## src/rtl/sqd_pkg.sv

```systemverilog
// Constants shared by the sync-frame transmitter and the byte-stream sequence detector.
package sqd_pkg;

    typedef enum logic [1:0] {
        IDLE    = 2'd0,
        SYNC    = 2'd1,
        PAYLOAD = 2'd2
    } state_t;

    localparam int SYNC_LEN = 4;

    // Element [0] is sent first: AA, AA, FF, CF.
    localparam logic [SYNC_LEN-1:0][7:0] SYNC_PATTERN = {8'hCF, 8'hFF, 8'hAA, 8'hAA};

endpackage

```

## src/rtl/sync_frame_tx.sv

```systemverilog
// Frame transmitter: emits the sync header, then forwards PAYLOAD_LEN bytes over valid/ready.
//
// state   | meaning
// IDLE    | waiting for start; outputs idle
// SYNC    | sending SYNC_PATTERN[1..SYNC_LEN-1] (element 0 is loaded on leaving IDLE)
// PAYLOAD | accepting payload bytes until PAYLOAD_LEN have been forwarded
module sync_frame_tx #(
    parameter int PAYLOAD_LEN = 4
) (
    input  logic       clk,
    input  logic       reset,
    input  logic       enable,
    input  logic       start,
    input  logic [7:0] data_in,
    input  logic       data_valid_in,
    output logic       ready_out,
    output logic [7:0] data_out,
    output logic       data_valid_out,
    output logic       busy_out,
    output logic       done_out,
    output logic [7:0] frame_cnt_out
);
    import sqd_pkg::*;

    localparam int PW = $clog2(PAYLOAD_LEN + 1);
    localparam int SW = $clog2(SYNC_LEN);
    localparam logic [PW-1:0] LAST_PAY  = PW'(PAYLOAD_LEN - 1);
    localparam logic [SW-1:0] LAST_SYNC = SW'(SYNC_LEN - 1);

    state_t        state, state_nxt;
    logic [SW-1:0] sync_idx, sync_idx_nxt;
    logic [PW-1:0] pay_cnt, pay_cnt_nxt;
    logic [7:0]    frame_cnt_nxt;
    logic [7:0]    data_nxt;
    logic          valid_nxt;
    logic          done_nxt;

    assign ready_out = (state == PAYLOAD) && enable;
    assign busy_out  = (state != IDLE);

    always_comb begin
        state_nxt     = state;
        sync_idx_nxt  = sync_idx;
        pay_cnt_nxt   = pay_cnt;
        frame_cnt_nxt = frame_cnt_out;
        data_nxt      = data_out;
        valid_nxt     = 1'b0;
        done_nxt      = 1'b0;
        if (enable) begin
            case (state)
                IDLE: begin
                    if (start) begin
                        data_nxt     = SYNC_PATTERN[0];
                        valid_nxt    = 1'b1;
                        sync_idx_nxt = SW'(1);
                        state_nxt    = SYNC;
                    end
                end
                SYNC: begin
                    data_nxt  = SYNC_PATTERN[sync_idx];
                    valid_nxt = 1'b1;
                    if (sync_idx == LAST_SYNC) begin
                        sync_idx_nxt = '0;
                        pay_cnt_nxt  = '0;
                        state_nxt    = PAYLOAD;
                    end else begin
                        sync_idx_nxt = sync_idx + 1'b1;
                    end
                end
                PAYLOAD: begin
                    if (data_valid_in) begin
                        data_nxt  = data_in;
                        valid_nxt = 1'b1;
                        // Leaving for IDLE here lets a new start land right behind the last byte.
                        if (pay_cnt == LAST_PAY) begin
                            done_nxt      = 1'b1;
                            frame_cnt_nxt = frame_cnt_out + 8'd1;
                            pay_cnt_nxt   = '0;
                            state_nxt     = IDLE;
                        end else begin
                            pay_cnt_nxt = pay_cnt + 1'b1;
                        end
                    end
                end
                default: state_nxt = IDLE;
            endcase
        end
    end

    always_ff @(posedge clk) begin
        if (reset) begin
            state          <= IDLE;
            sync_idx       <= '0;
            pay_cnt        <= '0;
            frame_cnt_out  <= 8'h00;
            data_out       <= 8'h00;
            data_valid_out <= 1'b0;
            done_out       <= 1'b0;
        end else begin
            state          <= state_nxt;
            sync_idx       <= sync_idx_nxt;
            pay_cnt        <= pay_cnt_nxt;
            frame_cnt_out  <= frame_cnt_nxt;
            data_out       <= data_nxt;
            data_valid_out <= valid_nxt;
            done_out       <= done_nxt;
        end
    end

endmodule
```

## config.mk

```make
export PLATFORM = sky130hd
export DESIGN_NAME = sync_frame_tx
export DESIGN_NICKNAME = d
export VERILOG_FILES = /design/src/rtl/sqd_pkg.sv /design/src/rtl/sync_frame_tx.sv
export SDC_FILE = /design/constraint.sdc
export NUM_CORES = 1
export LEC_CHECK = 0
export BUFFER_PORTS_ARGS = -buffer_cell sky130_fd_sc_hd__buf_4
export CORE_MARGIN = 4
export CORE_UTILIZATION = 50
export CTS_CLUSTER_DIAMETER = 40
export DETAILED_ROUTE_END_ITERATION = 10
export GPL_TIMING_DRIVEN = 0
export PLACE_DENSITY = 0.76
export SKIP_CTS_REPAIR_TIMING = 1
export SLEW_MARGIN = 20
export SYNTH_ARGS = -nofsm -noshare
export SYNTH_HDL_FRONTEND = slang
export SYNTH_SLANG_ARGS = --single-unit
```

## constraint.sdc

```tcl
create_clock -name clk -period 1.9 [get_ports clk]
set_clock_uncertainty 0.05 [all_clocks]
set_input_delay 0.19 -clock clk [delete_from_list [all_inputs] [get_ports clk]]
set_output_delay 0.19 -clock clk [all_outputs]
set_load 0.01 [all_outputs]
```

# --- Word level (Yosys, flattened, before mapping) ---
# Cells that the tools add are included.
totals:
  regBits: 25
  inputBits: 13
  elab_cells: 55
classes:
  n_addsub: 3
  magnitude_cmp: 1
  eq_ne: 8
  mux: 20
  bitwise_logic: 3
  n_reduce_logical: 13
ops:
  columns: ["cell", "count"]
  rows:
  - ["8-bit 2-to-1 mux", 3]
  - ["8-bit case mux with 3 select lines", 1]
  - ["8-bit binary-select mux with 2-bit select", 1]
  - ["4-bit AND reduction", 3]
  - ["2-bit 2-to-1 mux", 5]
  - ["3-bit 2-to-1 mux", 3]
  - ["8-bit by 1-bit adder with 8-bit output, second input constant", 1]
  - ["2-bit != test, second input constant", 3]
  - ["2-bit case mux with 3 select lines", 1]
  - ["3-bit case mux with 2 select lines", 1]
  - ["2-bit nonzero test", 3]
  - ["5-bit AND reduction", 1]
  - ["2-bit == test, second input constant", 2]
  - ["2-bit case mux with 2 select lines", 1]
  - ["4-bit OR reduction", 1]
  - ["3-bit by 1-bit adder with 3-bit output, second input constant", 1]
  - ["3-bit by 2-bit == test with 1-bit output, second input constant", 1]
  - ["2-bit by 3-bit less-than comparator with 1-bit output, second input constant", 1]
  - ["1-bit 2-to-1 mux", 3]
  - ["1-bit NOT", 3]
  - ["1-bit case mux with 3 select lines", 1]
  - ["3-bit AND reduction", 1]
  - ["3-bit nonzero test", 1]
  - ["2-bit by 1-bit adder with 2-bit output, second input constant", 1]
  - ["5 further kinds", 5]

# --- Logic depth before layout (Yosys ltp) ---
logic_depth:
  ltp_word: 4
  ltp_mapped: 7
  ltp_nobuf: 6

# --- Worst setup path before layout ---
# No wires, ideal clock.
synth_timing:
  path_type: "reg-to-reg"
  start: "register state[0]"
  end: "register state[0]"
  t_arrival_ps: 1535
  required_ps: 1780
  slack_ps: 245
  path_stages_with_launch: 7
  path_buffers: 1
  period_less_slack_ps: 1655
  cell_sequence: "dfxtp_1 -> inv_1 -> ha_1 -> buf_2 -> and2_4 -> or4b_1 -> a21oi_1"
synth_via:
  elab_chain_len: 3
  elab_cells_between_ends: 9
  classes_between: "eq/ne (6); mux (1); reduce/logical (2)"
synth_lines:
  columns: ["item", "line_no", "rtl"]
  rows:
  - ["from (decl)", "sync_frame_tx.sv:30", "state_t state, state_nxt;"]
  - ["from (signal assigned)", "sync_frame_tx.sv:100", "state <= state_nxt;"]
  - ["2-bit by 1-bit == test with 1-bit output (tied with other cells)", "sync_frame_tx.sv:50", "case (state)"]
  - ["2-bit != test (no source line) or 2-bit by 1-bit != test with 1-bit output (tied branches)", null, null]
  - ["5-bit AND reduction (no source line)", null, null]
# Several ways; a longest one is shown, not always the timed one.
# A chain may end at the register's enable or synchronous reset.

# --- Worst setup path after layout ---
layout_timing:
  start: "register state[0]"
  end: "output port ready_out"
layout_via:
  elab_chain_len: 2
layout_lines:
  columns: ["item", "line_no", "rtl"]
  rows:
  - ["2-bit == test", "sync_frame_tx.sv:38", "assign ready_out = (state == PAYLOAD) && enable;"]
  - ["1-bit logical AND", "sync_frame_tx.sv:38", null]
  - ["to (decl)", "sync_frame_tx.sv:16", "output logic ready_out,"]
# No other way between the ends.

==> flow_summary.toml <==
[final_layout]
instances_no_fill = 216
area_growth_pct = 23.5
drive_gt1_share_pct = 28.5
antenna_cells = 0
nets = 210
postLayoutCoreUtil_pct = 65.6
n_fill_cell = 207

[floorplan]
start_util_pct = 53.1
fp.dieW_um = 59.5
die_h_um = 59.5
rows = 18
die_area_um2 = 3540
core_area_um2 = 2500
pin_count = 33

[drt]
drcViolationCount = 0
dr.pass1.iters = 4
wl_per_cell_um = 13.5
num_vias = 1183
vias_per_cell = 5.48
ant_nets = 0
routed_wl_mm = 2.92
drtIter0Drc = 66

[global_routing]
grt_pass1_wl_mm = 4.81
gr-total-overflow = 0
met2_usage_pct = 29.3
grt_max_degree = 16
met1_usage_pct = 21.5
busiest_layer = "met2"
grt_pass1_vias = 1146
grt_usage_pct = 17.7
grtUsageMet3_pct = 4.36
antenna_found_initial = 0

[sta]
period_minus_slack_ps = 1810
fmax_mhz = 553
worst_pin_slew_ps = 468
final.period_utilization_pct = 95.2
finalSetupViolCount = 0
relSlewSlack_pct = 68.8
rsz0062_at_grt = "no"
hold_violations = 0
slew_violations = 0

[power_and_ir_drop]
total_leakage_power_nw = 0.691
swShare_pct = 26.6
peakVddDrop_mv = 0.404
clock_power_share_pct = 26.8
p_sw_mw = 0.248
p_seq_share_pct = 58.7
power.internal_mw = 0.682
power_density_nw_per_um2 = 567
p_comb_share_pct = 14.5

[placed_design]
portBuffers = 30
dpl.cell_count = 210
dp_hpwl_mm = 2.17
place_congestion = 0.850

[min_path]
worstHoldPathType = "primary input to register"
hold_depth = 3

[synth]
netlist_area_um2 = 1330
ys_warn_count = 0
ys_seq_area_share_pct = 37.7
synth_async_sr_flop_share_pct = 0
synth_edf_count = 0
ys.flop_type = "dfxtp_1"
synth_cells = 150
synth_area_leaders = "dfxtp_1 38%, ha_1 9.4%, nand2_1 5.4%, a21oi_1 3.8%, nor2_1 3.7%"
synth_top_area_share_pct = 37.7
synth_seq_cells = 25
yosysTopAreaCell = "dfxtp_1"
synth_nets = 173
synth_cell_types = 40
avgSynthCellArea_um2 = 8.85
yosysMostFrequentCell = "dfxtp_1"
ys_top_cells_by_count = "25 x dfxtp_1, 19 x nand2_1, 13 x nor2_1"

[setup_path]
crit_path_max_fanout = 10
r2r_cells = 6
critPathRequiredTime_ps = 1660
critPathBufInv = 3
critPathMaxStageDelay_ps = 380
crit_family = "buffers and inverters"
startpoint_type = "register"
worstPathArrival_ps = 1570
worstSetupEndpointType = "primary output"
cp.depth = 5
cp_slowest_cell = "dfxtp_2"
cp_cell_sequence = "inv_1 > ha_1 > clkbuf_2 > and2_1 > buf_4"
path_class = "register to primary output"

[cts]
root_buffer = "clkbuf_4"
cts-buffers-inserted = 3
htree_levels = 1
cts_buffer_depth = 2
cts_tree = "done"
insertion_delay_ps = 320
cts.sinks = 25
clk_pin_slew_ps = 150

[run]
max_cap_violations = 0

[status]
status = "finished, final reports clean"
## through the flow
stage	TNS (ps)	hold slack, ps	instance area (um^2)	setup WS (ps)	power (mW)
finish	0	107	1640	91.5	0.930
global route	0	122	1640	13.0	0.976
CTS	-72.2	95.3	1620	-72.2	0.930
detailed placement	0	397	1590	107	0.686
global placement	0	392	1590	148	0.683
floorplan	0	333	1330	245	0.633
## cells by family (layout without fill, tap and decap cells)
kind of cell	count (synthesis)	in the layout	share of synthesized area (%)
XOR/XNOR	7	7	4.62
multiplexers	3	3	2.45
AND/OR/NAND/NOR	70	70	31.3
adder cells (fa/ha/maj)	10	10	9.43
AO/OA/AOI/OAI	20	20	9.52
flip-flops	25	25	37.7
buffers and inverters	15	51	5.00
## tightest hold or removal path: cells and delay by family
kind	cells	cell delay [ps]
buffers and inverters	1	80
and+or+nand+nor	1	110
AOI/OAI and AO/OA	1	60
## cells in the final DEF, fill, tap and decap left out, types with 2 or more instances in the layout
master / instances
a211oi_1: 5
ha_1: 10
xnor2_1: 5
nand2b_1: 3
dfxtp_2: 2
nand3_1: 7
clkbuf_4: 3
buf_4: 34
a21oi_1: 10
or3b_1: 2
clkbuf_1: 3
buf_2: 2
dfxtp_1: 23
nand2_1: 19
nand4b_1: 2
nor4_2: 2
nor3b_1: 2
nor2_1: 13
xor2_1: 2
nor3_1: 7
inv_1: 7
## metal layers
layer / part of all wire [%] / vias up / wire, um
met5: 0 / - / 0
met4: 1.4 / 0 / 40
met3: 9.3 / 6 / 272
met2: 46 / 45 / 1340
met1: 43 / 539 / 1260
li1: - / 593 / -
## layout make-up
cell class	count	area [um^2]	area share, %
Clock inverter	1	7.51	0.458
Inverter	7	26.3	1.60
Sequential cell	25	503	30.7
Multi-Input combinational cell	110	761	46.4
Tap cell	30	37.5	2.29
Clock buffer	3	22.5	1.37
Timing Repair Buffer	32	240	14.7
Buffer	8	41.3	2.52
## registers in the layout (all words and copies together), names as in the netlist
register / cells
state: 2
sync_idx: 2
frame_cnt_out: 8
data_out: 8
data_valid_out: 1
done_out: 1
pay_cnt: 3
## final timing paths
| kind | start | to | slack [ps] |
|---|---|---|---|
| min | data_in[7] | data_out[7]$_SDFFE_PP0P_ | 110 |
| max reg2reg | state[0]$_SDFFE_PP0P_ | state[0]$_SDFFE_PP0P_ | 140 |
| max | state[0]$_SDFFE_PP0P_ | ready_out | 90 |
| min reg2reg | data_out[2]$_SDFFE_PP0P_ | data_out[2]$_SDFFE_PP0P_ | 410 |
## power groups by stage
| stage | Clock (mW) | Sequential, mW | Combinational (mW) |
|---|---|---|---|
| after floorplan | 0 | 0.560 | 0.0731 |
| after global placement | 0 | 0.556 | 0.127 |
| after detailed placement | 0 | 0.557 | 0.129 |
| after CTS | 0.255 | 0.546 | 0.130 |
| after global routing | 0.280 | 0.548 | 0.148 |
| final | 0.249 | 0.546 | 0.135 |
Note: power is estimated with default switching activity, not from simulation.
